--- src/rtl/handshake_fifo.sv ---
// Single-clock valid/ready FIFO with DEPTH entries of W bits; any DEPTH >= 1.
// Ready/valid come from registered occupancy only: no flow-through, no full-bypass.
module handshake_fifo #(
    parameter int W     = 8,
    parameter int DEPTH = 3
) (
    input  logic         clk,
    input  logic         rst_n,
    input  logic         input_valid,
    output logic         input_ready,
    input  logic [W-1:0] input_payload,
    output logic         output_valid,
    input  logic         output_ready,
    output logic [W-1:0] output_payload
);

    localparam int PW = (DEPTH > 1) ? $clog2(DEPTH) : 1;
    localparam int CW = $clog2(DEPTH + 1);
    localparam logic [PW-1:0] LAST_PTR  = PW'(DEPTH - 1);
    localparam logic [CW-1:0] FULL_CNT  = CW'(DEPTH);

    logic [W-1:0]  mem_q [DEPTH];
    logic [PW-1:0] wr_ptr_q, wr_ptr_d;
    logic [PW-1:0] rd_ptr_q, rd_ptr_d;
    logic [CW-1:0] count_q, count_d;
    logic          push_s;
    logic          pop_s;

    // Pointers wrap at DEPTH-1 so non-power-of-two depths work.
    function automatic logic [PW-1:0] next_ptr(input logic [PW-1:0] p);
        logic [PW-1:0] r;
        if (p == LAST_PTR) begin
            r = {PW{1'b0}};
        end else begin
            r = p + PW'(1);
        end
        return r;
    endfunction

    assign input_ready    = (count_q != FULL_CNT) && !rst_n;
    assign output_valid   = (count_q != {CW{1'b0}});
    assign push_s         = input_valid && input_ready;
    assign pop_s          = output_valid && output_ready;
    assign output_payload = mem_q[rd_ptr_q];

    // Next-state for pointers and occupancy.
    always_comb begin
        wr_ptr_d = wr_ptr_q;
        rd_ptr_d = rd_ptr_q;
        count_d  = count_q;
        if (push_s) begin
            wr_ptr_d = next_ptr(wr_ptr_q);
        end else begin
            wr_ptr_d = wr_ptr_q;
        end
        if (pop_s) begin
            rd_ptr_d = next_ptr(rd_ptr_q);
        end else begin
            rd_ptr_d = rd_ptr_q;
        end
        case ({push_s, pop_s})
            2'b10:   count_d = count_q + CW'(1);
            2'b01:   count_d = count_q - CW'(1);
            default: count_d = count_q;
        endcase
    end

    // Control state register; reset is active-high despite the port name.
    always_ff @(posedge clk or posedge rst_n) begin
        if (rst_n) begin
            wr_ptr_q <= {PW{1'b0}};
            rd_ptr_q <= {PW{1'b0}};
            count_q  <= {CW{1'b0}};
        end else begin
            wr_ptr_q <= wr_ptr_d;
            rd_ptr_q <= rd_ptr_d;
            count_q  <= count_d;
        end
    end

    // Payload storage is deliberately left unreset.
    always_ff @(posedge clk) begin
        if (push_s) begin
            mem_q[wr_ptr_q] <= input_payload;
        end
    end

endmodule

--- config.mk ---
export PLATFORM = sky130hd
export DESIGN_NAME = handshake_fifo
export DESIGN_NICKNAME = d
export VERILOG_FILES = /design/src/rtl/handshake_fifo.sv
export SDC_FILE = /design/constraint.sdc
export NUM_CORES = 1
export LEC_CHECK = 0
export CORE_ASPECT_RATIO = 1.2
export CORE_MARGIN = 4
export CORE_UTILIZATION = 53
export CTS_CLUSTER_SIZE = 28
export DETAILED_ROUTE_END_ITERATION = 10
export PLACE_DENSITY = 0.89
export SETUP_SLACK_MARGIN = 0.3
export SLEW_MARGIN = 40
export SYNTH_ARGS = -nofsm -noshare
export SYNTH_HDL_FRONTEND = slang
export SYNTH_SLANG_ARGS = --single-unit
--- constraint.sdc ---
create_clock -name clk -period 3.3 [get_ports clk]
set_input_delay 0.495 -clock clk [delete_from_list [all_inputs] [get_ports clk]]
set_output_delay 0.495 -clock clk [all_outputs]
set_load 0.005 [all_outputs]
==> out/qor.csv, run 1 <==
stage,metric,value,unit
status,status,completed,
synth,synth.distinct_cells,22,
critical_path,path_class,reg2out,
placed_design,hpwlAfterDp,1.42,mm
power_and_ir_drop,ir_drop,0.000545,V
clock_network,post_cts_resized,0,
floorplanning,num_rows,18,
global_route,track_usage,15.8,%
final_layout,final_nets,121,
power_and_ir_drop,p_leak,0.544,nW
min_path,worst_hold_path_type,in2async,
timing,tns,0,ns
clock_network,clk_latency,0.33,ns
timing,timing.final.crit_share,73.2,%
critical_path,ff2ff_path_depth,4,
global_route,grt_pass1_wl,3.34,mm
synth,yosysWarnings,0,
clock_network,cts_hold_buf,0,
critical_path,crit_path_end_kind,output pin,
critical_path,slowest_stage,dfrtp_1,
global_route,grt-ovfl-total,0,
critical_path,reg2reg_from,count_q[0],
timing,finalSetupViolCount,0,
critical_path,critical_path.cell_chain,mux2i_1 -> o21ai_0 -> clkdlybuf4s50_1,
placed_design,portBuffers,21,
floorplanning,die_h,60.0,um
final_layout,most-common-layout-cells,"24 x edfxtp_1, 21 x clkdlybuf4s50_1, 10 x nand2_1",
route,routed_via_density,5.09,
floorplanning,die_x,51.3,um
final_layout,drive_gt1_share,8.26,%
synth,synth_seq_area_share,73.0,%
timing,slew-limit-headroom,51.3,%
critical_path,cp_num_buf_inv,1,
synth,ys_seq_elements,30,
critical_path,cpPeakStageDelay,0.67,ns
final_layout,fin_util,71.2,%
synth,synthCells,81,
timing,min_period,2.42,ns
route,drt-pass1-iter-count,4,
timing,hold_viol_final,0,
route,num_vias,707,
power_and_ir_drop,pwr_density_cell,734,mW/mm^2
placed_design,place.gp.congestion,0.797,
synth,syn_nets,94,
critical_path,worst_r2r_endpoint,mem_q[0][2],
critical_path,crit_family,flip-flops,
timing,worst_pin_slew,0.729,ns
route,ant_nets,0,
global_route,antenna_found_initial,0,
power_and_ir_drop,total_power,0.00109,W
timing,fin_skew,0.0114,ns
route,remaining_drc_errors,0,
run,maxCapViolations,0,
timing,rsz0062_at_grt,no,
synth,synth_area_leaders,"edfxtp_1 60%, dfrtp_1 13%, mux2i_1 6.7%, o21ai_0 3.8%, nand2_1 3.1%",
route,avgRoutedWirePerCell,14.1,um
critical_path,crit_fanout,11,
clock_network,clockBufferDepth,2,
clock_network,clkTransAtPathRegs,0.09,ns
synth,synth_top_area_cell,edfxtp_1,
clock_network,postCtsSetupRepairBufs,0,
synth,synth_area,0.00119,mm^2
clock_network,clock-sinks,30,
global_route,grt_max_degree,20,
floorplanning,die_area,0.00308,mm^2
critical_path,cp.arrival,1.92,ns
critical_path,crit_required,2.80,ns
critical_path,r2r_slack,1.59,ns
route,drt_iter0_markers,9,
final_layout,antenna_cells,0,
synth,avgSynthCellArea,14.7,um^2
floorplanning,coreArea,0.00209,mm^2
clock_network,cts-root-buf,clkbuf_4,
global_route,grt_pass1_vias,745,
synth,yosys.area.top_type_share,60.4,%
final_layout,area_growth,24.9,%
floorplanning,start_util,57.0,%
floorplanning,io_pins,22,
clock_network,cts_tree,done,
critical_path,crit_path_start_kind,register,
final_layout,fill_cells,151,
timing,slew_violations,0,
timing,fmax,414,MHz
clock_network,htree_num_levels,2,
clock_network,cts_inserted_buffers,5,
final_layout,final_common_cell,edfxtp_1,
route,wl,1.96,mm
-- report_power, final --
part | leakage [nW] | switching [W] | total (W) | internal, W
logic | 0.225 | 0.000125 | 0.000340 | 0.000214
registers | 0.291 | 0.0000881 | 0.000566 | 0.000477
clock network | 0.0277 | 0.000114 | 0.000190 | 0.0000756
-- worst reg2reg max path: cells and delay by family, from the launching register on --
family        cells  cell delay [ns]
flops             1             0.45
simple gates      3             0.72
buf+inv           1             0.25
-- layout make-up --
| cell class | count | area [um^2] | area share, % |
|---|---|---|---|
| Inverter | 2 | 7.51 | 0.503 |
| Tap cell | 30 | 37.5 | 2.52 |
| Timing Repair Buffer | 23 | 225 | 15.1 |
| Sequential cell | 30 | 871 | 58.4 |
| Multi-Input combinational cell | 46 | 302 | 20.2 |
| Clock buffer | 5 | 37.5 | 2.52 |
| Clock inverter | 3 | 11.3 | 0.755 |
-- synth_stat cells --
master	instances
nor2_1	2
buf_2	2
nor2b_1	2
dfrtp_1	6
nand3_2	1
inv_1	2
nand2_1	10
xor2_1	1
nor3b_1	1
a21o_1	1
a21oi_1	1
edfxtp_1	24
ha_1	1
mux2i_1	8
or2_2	1
nor3_1	2
o21ai_1	1
o21ai_0	9
xnor2_1	2
clkbuf_1	1
nand2b_1	1
mux2_1	2
-- logic make-up (layout without fill, tap and decap cells) --
kind of cell,count (synthesis),count (layout),synth area share [%]
buffers and inverters,5,33,1.78
AO/OA/AOI/OAI,12,12,5.24
XOR/XNOR,3,3,2.20
flip-flops,30,30,73.0
multiplexers,10,10,8.60
AND/OR/NAND/NOR,20,20,8.18
adder cells (fa/ha/maj),1,1,1.05
-- per-layer routing --
layer  part of all wire (%)  GRT usage [%]  wire length (um)  vias up
met2                     55           27.3              1070       14
met1                     38           17.5               748      338
met4                    2.8           10.1                55        0
met3                    4.1           3.74                80        7
li1                       -              -                 -      348
met5                      0              0                 0        -
-- state kept, by name, summed over array words and instances (netlist names) --
register and cells:
count_q 2, mem_q 24, rd_ptr_q 2, wr_ptr_q 2
-- metrics by stage --
step,hold slack [ns],worst slack [ns],std cells,cell area [um^2]
after global routing,0.463,0.752,139,1490
after floorplan,0.301,1.36,81,1190
after detailed placement,0.538,0.916,131,1440
final,0.425,0.884,139,1490
after CTS,0.427,0.869,139,1490
after global placement,0.525,1.05,131,1440
-- worst max-delay path by stage --
stage                           start                 to  slack (ns)  depth (start not counted)
after CTS                 rd_ptr_q[0]  output_payload[1]        0.87                          3
after floorplan                 rst_n        mem_q[2][0]        1.36                          3
after global routing      rd_ptr_q[0]  output_payload[1]        0.75                          3
final                     rd_ptr_q[0]  output_payload[1]        0.88                          3
after global placement          rst_n        mem_q[1][6]        1.05                          4
after detailed placement        rst_n        mem_q[1][0]        0.92                          4
Power figures use the tool's default switching activity.
==> inputs of run 2 (changes only) <==
--- a/config.mk
+++ b/config.mk
@@ -7,10 +7,10 @@
 export LEC_CHECK = 0
 export CORE_ASPECT_RATIO = 1.2
 export CORE_MARGIN = 4
-export CORE_UTILIZATION = 53
+export CORE_UTILIZATION = 45
 export CTS_CLUSTER_SIZE = 28
 export DETAILED_ROUTE_END_ITERATION = 10
-export PLACE_DENSITY = 0.89
+export PLACE_DENSITY = 0.81
 export SETUP_SLACK_MARGIN = 0.3
 export SLEW_MARGIN = 40
 export SYNTH_ARGS = -nofsm -noshare
==> constraint.sdc (replaced) <==
create_clock -name clk -period 2.1 [get_ports clk]
set_input_delay 0.315 -clock clk [delete_from_list [all_inputs] [get_ports clk]]
set_output_delay 0.315 -clock clk [all_outputs]
set_load 0.005 [all_outputs]
==> run 2 against run 1 <==
- sequential share of layout area shrank 2.0 points
- largest cell class unchanged
- first-iteration DRC count is the same
- non-clock buffer count grew 8
- wire length grew 4.1%
- sequential power grew 49%
- sequential cell count is the same
- hold slack lost 0.10 ns
- final area grew 3.9%
- highest routed layer unchanged
- power grew 60%
- utilization shrank 9.9 points
==> out/qor.csv, run 2 (synthesis gave the netlist of run 1 again) <==
stage,metric,value,unit,change
clock_network,clkTransAtPathRegs,0.09,ns,about the same
global_route,grt_pass1_wl,3.28,mm,was 3.34 mm
final_layout,largest_reg_flops,24,,unchanged
final_layout,final_common_cell,edfxtp_1,,unchanged
global_route,track_usage,14.0,%,was 15.8%
final_layout,antenna_cells,0,,unchanged
critical_path,startpoint,rd_ptr_q[0],,unchanged
route,num_vias,717,,was 707
clock_network,clock-sinks,30,,unchanged
timing,finalSetupViolCount,0,,unchanged
timing,rsz0062_at_grt,no,,unchanged
timing,hold_ws,0.325,ns,was 0.425 ns
critical_path,crit_path_end_kind,output pin,,unchanged
route,routed_via_density,4.81,,was 5.09
final_layout,fill_cells,201,,was 151
timing,fmax,582,MHz,
final_layout,drive_gt1_share,19.8,%,was 8.26%
global_route,antenna_found_initial,0,,unchanged
floorplanning,coreArea,0.00253,mm^2,was 0.00209 mm^2
floorplanning,num_rows,20,,was 18
critical_path,endpoint,output_payload[3],,was output_payload[1]
critical_path,cpPeakStageDelay,0.41,ns,was 0.67 ns
floorplanning,die_area,0.00354,mm^2,was 0.00308 mm^2
status,status,completed,,unchanged
route,ant_nets,0,,unchanged
timing,worst_pin_slew,0.347,ns,was 0.729 ns
clock_network,cts_inserted_buffers,5,,unchanged
critical_path,worst_r2r_endpoint,count_q[1],,was mem_q[0][2]
clock_network,clockBufferDepth,2,,unchanged
route,wl_met3,109,um,was 80 um
final_layout,area_growth,29.9,%,was 24.9%
route,drt-pass1-iter-count,4,,unchanged
final_layout,fin_util,61.3,%,was 71.2%
critical_path,cp_num_buf_inv,2,,was 1
critical_path,cp.depth,4,,was 3
critical_path,slowest_stage,dfrtp_2,,was dfrtp_1
clock_network,cts_tree,done,,unchanged
floorplanning,io_pins,22,,unchanged
min_path,worst_hold_path_type,in2async,,unchanged
timing,min_period,1.72,ns,
final_layout,most-common-layout-cells,"24 x edfxtp_1, 11 x clkdlybuf4s50_1, 10 x nand2_1",,"was 24 x edfxtp_1, 21 x clkdlybuf4s50_1, 10 x nand2_1"
critical_path,path_class,reg2out,,unchanged
timing,slew-limit-headroom,76.7,%,was 51.3%
timing,slew_violations,0,,unchanged
clock_network,htree_num_levels,2,,unchanged
critical_path,crit_required,1.78,ns,was 2.80 ns
timing,hold_viol_final,0,,unchanged
power_and_ir_drop,pwr_density_cell,1130,mW/mm^2,was 734 mW/mm^2
route,met1_length,788,um,was 748 um
critical_path,critical_path.cell_chain,buf_4 -> mux2i_1 -> o21ai_0 -> dlygate4sd2_1,,was mux2i_1 -> o21ai_0 -> clkdlybuf4s50_1
global_route,grt_pass1_vias,745,,unchanged
global_route,grt_max_degree,20,,unchanged
final_layout,postLayoutCellArea,0.00155,mm^2,was 0.00149 mm^2
power_and_ir_drop,total_power,0.00175,W,was 0.00109 W
route,wl_met2,1.08,mm,was 1.07 mm
clock_network,cts-root-buf,clkbuf_4,,unchanged
timing,timing.final.crit_share,81.8,%,
floorplanning,die_x,55.0,um,was 51.3 um
placed_design,portBuffers,21,,unchanged
power_and_ir_drop,ir_drop,0.000570,V,was 0.000545 V
critical_path,crit_fanout,5,,was 11
critical_path,cp.arrival,1.40,ns,was 1.92 ns
critical_path,r2r_slack,0.46,ns,was 1.59 ns
critical_path,ff2ff_path_depth,6,,was 4
route,remaining_drc_errors,0,,unchanged
placed_design,place.gp.congestion,0.706,,was 0.797
route,highest_layer,met4,,unchanged
critical_path,crit_family,buffers and inverters,,was flip-flops
run,maxCapViolations,0,,unchanged
timing,tns,0,ns,unchanged
final_layout,final_nets,129,,was 121
critical_path,reg2reg_from,count_q[0],,unchanged
global_route,grt-ovfl-total,0,,unchanged
floorplanning,die_h,64.4,um,was 60.0 um
route,drt_iter0_markers,9,,unchanged
floorplanning,start_util,47.2,%,was 57.0%
route,avgRoutedWirePerCell,13.7,um,was 14.1 um
final_layout,largest_register,mem_q,,unchanged
placed_design,hpwlAfterDp,1.34,mm,was 1.42 mm
clock_network,clk_latency,0.32,ns,was 0.33 ns
critical_path,crit_path_start_kind,register,,unchanged
route,wl,2.04,mm,was 1.96 mm
power_and_ir_drop,p_leak,0.613,nW,was 0.544 nW
timing,fin_skew,0.00947,ns,was 0.0114 ns
placed_design,dpl_cell_area,0.00146,mm^2,was 0.00144 mm^2
## run 2: changes by cell type in the layout (fill, tap and decap cells not counted), sizes merged, moves of 2 or more
| cell | before | now |
|---|---|---|
| dlymetal6s2s | 0 | 2 |
| dlygate4sd2 | 0 | 6 |
| buf | 2 | 9 |
| clkdlybuf4s50 | 21 | 11 |
| clkbuf | 5 | 7 |
## run 2: routing by layer
layer | global-route usage, % | up-vias
li1 | - | 361
met1 | 13.3 | 333
met2 | 23.4 | 18
met3 | 5.75 | 5
met4 | 9.12 | 0
met5 | 0 | -
## run 2: how the worst min path moves through the flow
stage / depth (start not counted) / endpoint / slack [ns]
2_1_floorplan: 1 / count_q[0] / 0.12
3_3_place_gp: 1 / count_q[1] / 0.52
3_5_place_dp: 1 / count_q[1] / 0.52
4_1_cts: 3 / count_q[0] / 0.31
5_1_grt: 3 / count_q[0] / 0.34
6_report: 3 / count_q[0] / 0.33
## run 2: what timing repair did
action                     in CTS  in global routing
hold buffers                    0                  0
setup buffers                   6                  0
gates cloned                    0                  0
setup endpoints to repair      10                  4
gates resized for setup        13                  6
## run 2: worst reg2reg max path, stage by stage, from the launching register on
cell and delay, ns:
dfrtp_2 0.43, buf_4 0.15, o21ai_1 0.29, inv_1 0.10, ha_1 0.32, nor2_1 0.14
xor2_1 0.14
## run 2: per-stage QoR
step	setup slack, ns	cells
2_1_floorplan	0.345	81
3_3_place_gp	0.284	136
3_5_place_dp	0.245	136
4_1_cts	0.0890	149
6_report	0.382	149
5_1_grt	0.303	149
## run 2: power breakdown
part | switching [W] | internal (W) | total, W
sequential | 0.0000903 | 0.000756 | 0.000846
combinational | 0.000258 | 0.000350 | 0.000609
clock | 0.000175 | 0.000120 | 0.000295
total | 0.000523 | 0.00123 | 0.00175
## run 2: cell type report
cell class | count | area [um^2] | area share [%]
Clock inverter | 2 | 10.0 | 0.646
Tap cell | 33 | 41.3 | 2.66
Clock buffer | 5 | 37.5 | 2.42
Multi-Input combinational cell | 46 | 302 | 19.5
Inverter | 2 | 7.51 | 0.484
Sequential cell | 30 | 875 | 56.4
Timing Repair Buffer | 31 | 278 | 17.9
==> inputs of run 3 (changes only) <==
--- a/config.mk
+++ b/config.mk
@@ -7,10 +7,10 @@
 export LEC_CHECK = 0
 export CORE_ASPECT_RATIO = 1.2
 export CORE_MARGIN = 4
-export CORE_UTILIZATION = 45
+export CORE_UTILIZATION = 50
 export CTS_CLUSTER_SIZE = 28
 export DETAILED_ROUTE_END_ITERATION = 10
-export PLACE_DENSITY = 0.81
+export PLACE_DENSITY = 0.85
 export SETUP_SLACK_MARGIN = 0.3
 export SLEW_MARGIN = 40
 export SYNTH_ARGS = -nofsm -noshare
==> constraint.sdc (replaced) <==
create_clock -name clk -period 1.6 [get_ports clk]
set_input_delay 0.24 -clock clk [delete_from_list [all_inputs] [get_ports clk]]
set_output_delay 0.24 -clock clk [all_outputs]
set_load 0.005 [all_outputs]
==> run 3 against run 2 <==
- cell count is 4.7% higher
- combinational power is 90% higher
- global-route usage is 2.4 points higher
- sequential share of layout area is 6.0 points lower
- largest power group is now combinational logic
- critical endpoint is now output_payload[6]
- register-to-register slack worse by 0.35 ns
- die area is 8.7% lower
- highest routed layer unchanged
- utilization is 15 points higher
- power is 55% higher
- setup slack worse by 0.33 ns
- first-iteration DRC count is 56% higher
==> out/qor.csv, run 3 (synthesis gave the netlist of run 1 again) <==
stage,metric,value,unit,change
power_and_ir_drop,pwr_density_cell,1560,mW/mm^2,was 1130 mW/mm^2
critical_path,crit_path_end_kind,output pin,,unchanged
clock_network,cts_tree,done,,unchanged
clock_network,clock-sinks,30,,unchanged
timing,hold_viol_final,0,,unchanged
power_and_ir_drop,p_leak,0.684,nW,was 0.613 nW
placed_design,hpwlAfterDp,1.48,mm,was 1.34 mm
final_layout,final_common_cell,edfxtp_1,,unchanged
power_and_ir_drop,pwr-share-seq,42.6,%,was 48.4%
global_route,grt_max_degree,20,,unchanged
clock_network,cts-root-buf,clkbuf_4,,unchanged
critical_path,r2r_slack,0.11,ns,was 0.46 ns
route,remaining_drc_errors,0,,unchanged
power_and_ir_drop,pwr-share-comb,43.0,%,was 34.8%
clock_network,clkTransAtPathRegs,0.09,ns,about the same
route,routed_via_density,4.99,,was 4.81
timing,tns,0,ns,unchanged
floorplanning,start_util,52.3,%,was 47.2%
critical_path,slowest_stage,dfrtp_1,,was dfrtp_2
clock_network,htree_num_levels,2,,unchanged
timing,finalSetupViolCount,0,,unchanged
status,status,completed,,unchanged
final_layout,multi_input_area,402,um^2,was 302 um^2
route,avgRoutedWirePerCell,14.8,um,was 13.7 um
final_layout,largest_reg_flops,24,,unchanged
final_layout,drive_gt1_share,41.6,%,was 19.8%
min_path,worst_hold_path_type,in2async,,unchanged
final_layout,antenna_cells,0,,unchanged
critical_path,startpoint,rd_ptr_q[0],,unchanged
final_layout,most-common-layout-cells,"24 x edfxtp_1, 14 x buf_6, 11 x clkdlybuf4s50_1",,"was 24 x edfxtp_1, 11 x clkdlybuf4s50_1, 10 x nand2_1"
global_route,grt_pass1_wl,3.57,mm,was 3.28 mm
power_and_ir_drop,p_clk_share,14.5,%,was 16.8%
global_route,antenna_found_initial,0,,unchanged
final_layout,area_growth,45.4,%,was 29.9%
final_layout,register_area,875,um^2,unchanged
power_and_ir_drop,p_sw_share,31.7,%,was 29.9%
clock_network,clk_latency,0.32,ns,about the same
critical_path,crit_path_start_kind,register,,unchanged
route,wl,2.30,mm,was 2.04 mm
critical_path,cp.arrival,1.31,ns,was 1.40 ns
timing,min_period,1.55,ns,
timing,rsz0062_at_grt,yes,,was no
critical_path,cp_num_buf_inv,2,,unchanged
route,ant_nets,0,,unchanged
critical_path,crit_family,flip-flops,,was buffers and inverters
route,drt-pass1-iter-count,4,,unchanged
global_route,grt-ovfl-total,0,,unchanged
timing,slew_violations,0,,unchanged
timing,fin_skew,0.00847,ns,was 0.00947 ns
global_route,grt_pass1_vias,805,,was 745
global_route,track_usage,16.4,%,was 14.0%
clock_network,cts_inserted_buffers,5,,unchanged
route,drt_iter0_markers,14,,was 9
power_and_ir_drop,ir_drop,0.000930,V,was 0.000570 V
critical_path,path_class,reg2out,,unchanged
critical_path,reg2reg_from,count_q[0],,unchanged
timing,timing.final.crit_share,96.6,%,
floorplanning,coreArea,0.00228,mm^2,was 0.00253 mm^2
final_layout,fin_util,76.0,%,was 61.3%
final_layout,fill_cells,150,,was 201
timing,fmax,647,MHz,
power_and_ir_drop,p_int,0.00185,W,was 0.00123 W
floorplanning,num_rows,19,,was 20
floorplanning,die_area,0.00324,mm^2,was 0.00354 mm^2
final_layout,largest_register,mem_q,,unchanged
critical_path,cpPeakStageDelay,0.39,ns,was 0.41 ns
run,maxCapViolations,0,,unchanged
floorplanning,die_x,52.6,um,was 55.0 um
floorplanning,die_h,61.5,um,was 64.4 um
power_and_ir_drop,p_switching,0.000859,W,was 0.000523 W
critical_path,critical_path.cell_chain,buf_6 -> mux2i_1 -> o21ai_1 -> buf_2,,was buf_4 -> mux2i_1 -> o21ai_0 -> dlygate4sd2_1
final_layout,final_nets,137,,was 129
critical_path,crit_required,1.36,ns,was 1.78 ns
power_and_ir_drop,total_power,0.00271,W,was 0.00175 W
critical_path,crit_fanout,6,,was 5
placed_design,place.gp.congestion,0.703,,was 0.706
floorplanning,io_pins,22,,unchanged
clock_network,clockBufferDepth,2,,unchanged
timing,slew-limit-headroom,79.6,%,was 76.7%
placed_design,portBuffers,21,,unchanged
route,num_vias,779,,was 717
timing,worst_pin_slew,0.307,ns,was 0.347 ns
==> run 3: stage by stage <==
stage / hold slack [ns] / area, um^2 / setup WS, ns / cells
3_5_place_dp: 0.541 / 1540 / -0.0320 / 140
3_3_place_gp: 0.530 / 1540 / 0.00210 / 140
6_report: 0.317 / 1740 / 0.0547 / 156
5_1_grt: 0.338 / 1740 / -0.0309 / 156
2_1_floorplan: 0.0609 / 1230 / 0.266 / 81
4_1_cts: 0.278 / 1680 / 0.0756 / 155
==> run 3: repair_timing <==
item                                    in CTS  in global routing
buffers inserted                             7                  1
gates resized for setup                     64                 12
endpoints found under the setup margin      22                 38
pin swaps                                    6                 10
cloned                                       0                  0
hold buffers                                 0                  0
==> run 3: power groups by stage <==
stage | sequential [W] | combinational (W) | clock (W)
floorplan | 0.00110 | 0.000482 | 0
global placement | 0.00115 | 0.000821 | 0
detailed placement | 0.00116 | 0.000854 | 0
CTS | 0.00114 | 0.00104 | 0.000409
global route | 0.00118 | 0.00126 | 0.000451
finish | 0.00115 | 0.00116 | 0.000392
==> run 3: final cells by class <==
type                       count  area share, %
timing repair buffer          39           20.9
tap                           31           2.24
sequential                    30           50.4
clock buffer                   6           2.38
multi-input combinational     46           23.1
clock inverter                 2          0.505
inverter                       2          0.433
==> run 3: worst register-to-register path: stages (launching register included) <==
cell and delay (ns):
dfrtp_2 0.45, buf_6 0.14, nand2_4 0.06, nand3_4 0.13, buf_12 0.17, nor2b_4 0.13, buf_6 0.13
==> run 3: path summary, 6_finish.rpt <==
kind,endpoint,depth (start not counted)
worst max-delay path,output_payload[6],4
worst min-delay path,wr_ptr_q[1],3
worst max register to register,mem_q[1][4],6
worst min register to register,count_q[1],2
max in group asynchronous,count_q[1],3
min in group clk,mem_q[2][2],1
==> run 3: routing by layer <==
metal / global-route usage [%] / up-vias / share of wire [%] / routed length [um]
met1: 17.6 / 368 / 36 / 835
met2: 27.7 / 24 / 57 / 1310
li1: - / 381 / - / -
met4: 10.6 / 0 / 2.1 / 49
met5: 0 / - / 0 / 0
met3: 5.33 / 6 / 4.7 / 108
==> RTL edit 1: new RTL, config.mk and constraints of run 3 <==
Change the parameter `DEPTH` from 3 to 6.
--- a/src/rtl/handshake_fifo.sv
+++ b/src/rtl/handshake_fifo.sv
@@ -2,7 +2,7 @@
 // Ready/valid come from registered occupancy only: no flow-through, no full-bypass.
 module handshake_fifo #(
     parameter int W     = 8,
-    parameter int DEPTH = 3
+    parameter int DEPTH = 6
 ) (
     input  logic         clk,
     input  logic         rst_n,
Function: changed (Yosys sat finds a counterexample within 4 cycles, from zero or initial values and one cycle with rst_n high).
==> RTL edit 1 against run 3 <==
The run now ends with negative setup slack left. Hold slack better by 0.044 ns. Design area rose by 90%. Setup slack got worse by 0.57 ns. Wire length increased by 110%. Area after synthesis increased by 97%. Power grew 110%. Global-route usage increased by 2.1 points. Sequential cell count is 27 higher.
==> RTL edit 1: results (changes against run 3) <==
- The flow ran to the end, but the final reports show violations.
- The biggest fanout along the worst timing path is 7 (+1).
- The final reports fail on negative setup slack.
- The routability-driven placement congestion ratio is 0.7545 (+7.3%).
- The number of endpoints failing setup at the final stage is 62 (+62).
- The leakage power total is 1.251 nW (+83%).
- The aggregate negative setup slack is -18.94 ns (-18.94 ns).
- The overall routing resource usage is 0.1843 (+0.02060).
- The worst reg2reg path startpoint is count_q[1].
- The pre-CTS setup slack was -0.4810 ns (-0.4490 ns).
- The number of global-route vias before repair is 1,470 (+83%).
- The unique cell type count in the Yosys netlist is 28 (+27%).
- The instance count after placement with tap cells included was 220 (+57%).
- The share of synthesized area occupied by flip-flops and latches was 0.7104 (-0.01916).
- The detailed-route vias per instance is 5.455 (+9.2%).
- The reg-to-reg setup timing slack was -0.34 ns (-0.45 ns).
- The met2 layer usage reported by global route is 0.2998 (+0.02323).
- The delay of the slowest critical-path stage was 0.48 ns (+0.09 ns).
- The routed wire length on met2 is 2636 um (+100%).
- By area the synthesized netlist is led by sky130_fd_sc_hd__edfxtp_1 (61%), sky130_fd_sc_hd__dfrtp_1 (9.6%), sky130_fd_sc_hd__mux4_2 (7.7%).
- The fraction of layout cells with a size suffix above 1 is 0.5106 (+0.09464).
- The first-pass GRT wire length was 7879 um (+120%).
- The detailed-route wire length per cell came to 19.95 um (+35%).
- The worst setup margin is -0.5141 ns (-0.5689 ns).
- The post-synthesis net count was 138 (+47%).
## RTL edit 1: changes by cell type after synthesis, sizes merged, moves of 3 or more
cell    delta
o21ai      -7
mux2      +15
mux2i      -7
dfrtp      +3
nand3b     +3
nand2      -8
nor2       +4
mux4       +8
edfxtp    +24
## RTL edit 1: area by class of cell
type / count / area, um^2
Multi-Input combinational cell: 57 / 797.0
Timing Repair Buffer: 54 / 565.5
Sequential cell: 57 / 1668
Clock buffer: 11 / 131.4
Tap cell: 58 / 72.57
Fill cell: 277 / 1265
Inverter: 4 / 15.01
Clock inverter: 5 / 46.29
## RTL edit 1: cell families (layout without fill, tap and decap cells)
logic type,Yosys count,count (layout),synth area share
simple gates,19,19,0.05707
compound gates,5,5,0.01387
xor+xnor,5,5,0.01867
mux,26,26,0.1627
flops,57,57,0.7104
fa+ha+maj,2,2,0.01387
buf+inv,10,74,0.02347
## RTL edit 1: how the worst max path moves through the flow
stage / endpoint / slack (ns) / depth (start not counted)
finish: output_payload[3] / -0.51 / 4
global route: output_payload[6] / -0.58 / 4
CTS: output_payload[1] / -0.52 / 4
detailed placement: mem_q[2][5] / -0.48 / 5
global placement: output_payload[6] / -0.42 / 4
floorplan: count_q[2] / -0.34 / 9
## RTL edit 1: critical path, delay by kind of cell (launching register included)
kind                   cells  cell delay [ns]
flip-flops                 1             0.48
multiplexers               2             0.75
buffers and inverters      2             0.31
## RTL edit 1: what timing repair did
item	in CTS	in global routing
setup buffers	5	4
resized for setup	71	16
endpoints found under the hold margin	0	0
cloned	1	0
pin swaps	5	2
hold buffers	0	0
setup endpoints to repair	65	67
## RTL edit 1: report_power, final
part / internal, mW / switching, mW / leakage (nW)
Sequential: 1.84 / 0.261 / 0.541
Combinational: 1.42 / 0.857 / 0.620
Clock: 0.701 / 0.518 / 0.0898
==> RTL edit 2: new RTL, settings of run 3 <==
Made on the original files. Make the reset (`rst_n`) synchronous in one clocked block.
--- a/src/rtl/handshake_fifo.sv
+++ b/src/rtl/handshake_fifo.sv
@@ -66,7 +66,7 @@
     end
 
     // Control state register; reset is active-high despite the port name.
-    always_ff @(posedge clk or posedge rst_n) begin
+    always_ff @(posedge clk) begin
         if (rst_n) begin
             wr_ptr_q <= {PW{1'b0}};
             rd_ptr_q <= {PW{1'b0}};
Check against the original RTL: differs if rst_n is asserted again (counterexample within 4 cycles, from zero or initial values and one cycle with rst_n high); with rst_n held inactive, the same outputs for 10 cycles.
==> RTL edit 2 against run 3 <==
Via count is 8.0% higher. Register-to-register slack worse by 0.07 ns. Count of clock-buffer cells in the layout stayed put. Power is 15% lower. Setup slack worse by 0.015 ns. Area after synthesis is 1.6% higher. Global-route usage is 0.95 points higher. Clock power is 59% higher. Wire length is 14% higher. Design area is 3.0% higher. Combinational power is 46% lower. Sequential cell count is 2 higher.
==> RTL edit 2: results (changes against run 3) <==
- The met3 track utilization from global routing is 0.05967 (+0.006397).
- The maximum clock skew at final layout is 0.01098 ns (+0.002514 ns).
- The fraction of synthesis flops using an asynchronous set or reset pin is 0 (-0.2000).
- On the critical path, the stage with the largest delay is an instance of sky130_fd_sc_hd__dfxtp_4.
- The delay of the slowest critical-path stage is 0.37 ns (-0.02 ns).
- The first-pass detailed-route iteration total is 2 (-2).
- The post-synthesis net count is 99 (+5.3%).
- The worst max-slew margin expressed relative to the limit came to 0.8085 (+0.01292).
- The number of global-route vias before repair was 834 (+3.6%).
- The average cell area after synthesis is 14.10 um^2 (-4.3%).
- The instance count after placement with tap cells included is 145 (+3.6%).
- The iteration-0 DRC count of the detailed router is 22 (+8).
- The leakage power total is 0.6590 nW (-3.6%).
- The share of synthesized area occupied by flip-flops and latches is 0.7265 (-0.003038).
- The number of nets in the final layout was 144 (+5.1%).
- The total clock buffers created by CTS is 5 (unchanged).
- The placed standard-cell area is 1597 um^2 (+3.4%).
- The biggest fanout along the worst timing path was 3 (-3).
- The run finished with clean final reports.
- Ranked by total cell area, the synthesized netlist is headed by sky130_fd_sc_hd__edfxtp_1 (59%), sky130_fd_sc_hd__dfxtp_1 (13%), sky130_fd_sc_hd__mux2i_1 (9.1%).
- The most common flop cell mapped by yosys is sky130_fd_sc_hd__edfxtp_1.
- The maximum level of the CTS H-tree is 2 (unchanged).
- The count of flip-flops with a built-in enable after synthesis is 24 (unchanged).
- The count of max-cap constraint violations is 0 (unchanged).
- The fraction of layout cells with a size suffix above 1 came to 0.3939 (-0.02206).
- The highest ir drop seen on vdd is 1087 uV (+17%).
- The unique cell type count in the Yosys netlist came to 21 (-4.5%).
- The routability-driven placement congestion ratio came to 0.7021 (-0.18%).
- The critical path data arrival time is 1.80 ns (+0.49 ns).
- The placed wire-length estimate after detailed placement is 1618 um (+9.0%).
- After synthesis, the most frequently instantiated cells are sky130_fd_sc_hd__edfxtp_1 (24), sky130_fd_sc_hd__mux2i_1 (11), sky130_fd_sc_hd__nand2_1 (10).
- The final cell count without fillers is 163 (+4.5%).
- The overall routed net length is 2633 um (+14%).
- The global routing met1 resource utilization is 0.1768 (+0.0006611).
- The total vias in the final route is 841 (+8.0%).
- The largest net degree at the start of global routing was 17 (-15%).
- The path class of the tightest hold or removal check is flop to flop.
- The path depth of the worst reg2reg path is 7 (+1).
- The first-pass GRT wire length was 3822 um (+7.1%).
- The pre-CTS setup slack is -0.2086 ns (-0.1766 ns).
- The overall routing resource usage was 0.1733 (+0.009534).
- The met2 layer usage reported by global route is 0.2961 (+0.01950).
[RTL edit 2: changes by cell type in the layout (fill, tap and decap cells not counted), sizes merged, moves of 2 or more]
cell / change
or3: +2
dfxtp: +8
a21oi: +2
mux2: -2
nor2: +3
mux2i: +3
dfrtp: -6
[RTL edit 2: path summary, 6_finish.rpt]
| path | start | endpoint | slack (ns) |
|---|---|---|---|
| worst min register to register | rd_ptr_q[0] | flop | 0.51 |
| worst max register to register | count_q[0] | count_q[1] | 0.04 |
| worst max-delay path | count_q[0] | count_q[1] | 0.04 |
| worst min-delay path | rd_ptr_q[0] | flop | 0.51 |
[RTL edit 2: power breakdown]
part / leakage [nW] / internal [mW] / switching [mW]
logic: 0.326 / 0.378 / 0.254
registers: 0.287 / 0.970 / 0.0782
clock network: 0.0459 / 0.367 / 0.256
total: 0.659 / 1.72 / 0.588
[RTL edit 2: metrics by stage]
step / total power, mW / hold slack, ns
global placement: 1.496 / 0.4624
CTS: 2.208 / 0.5149
floorplan: 1.285 / 0.2994
global route: 2.402 / 0.5042
finish: 2.303 / 0.5109
detailed placement: 1.531 / 0.5044
[RTL edit 2: cell families after synthesis]
kind of cell,count (synthesis),synth area share
flip-flops,32,0.7265
AO/OA/AOI/OAI,14,0.05985
XOR/XNOR,2,0.01445
multiplexers,11,0.09082
buffers and inverters,3,0.01031
adder cells (fa/ha/maj),1,0.01032
AND/OR/NAND/NOR,23,0.08773
[RTL edit 2: routing by layer]
| metal | routed length (um) | vias up | share of wire |
|---|---|---|---|
| li1 | - | 409 | - |
| met1 | 973 | 402 | 0.37 |
| met2 | 1458 | 25 | 0.55 |
| met3 | 144 | 5 | 0.055 |
| met4 | 56 | 0 | 0.021 |
| met5 | 0 | - | 0 |
[RTL edit 2: what timing repair did]
item	in CTS	in global routing
endpoints found under the setup margin	32	37
hold endpoints to repair	0	0
hold buffers	0	0
setup buffers	5	5
gates resized for setup	58	13
cloned	0	0
pin swaps	4	4
[RTL edit 2: worst min-delay path, delay by kind of cell, from the launching register on]
kind,cells,cell delay (ns)
flops,1,0.33
compound gates,1,0.07
simple gates,1,0.07
[RTL edit 2: layout make-up]
class	instances	area, um^2	area share
Clock inverter	2	33.78	0.01889
Tap cell	31	38.79	0.02169
Clock buffer	6	51.30	0.02869
Multi-Input combinational cell	51	405.4	0.2267
Inverter	1	3.754	0.002099
Timing Repair Buffer	40	359.1	0.2008
Sequential cell	32	895.9	0.5011
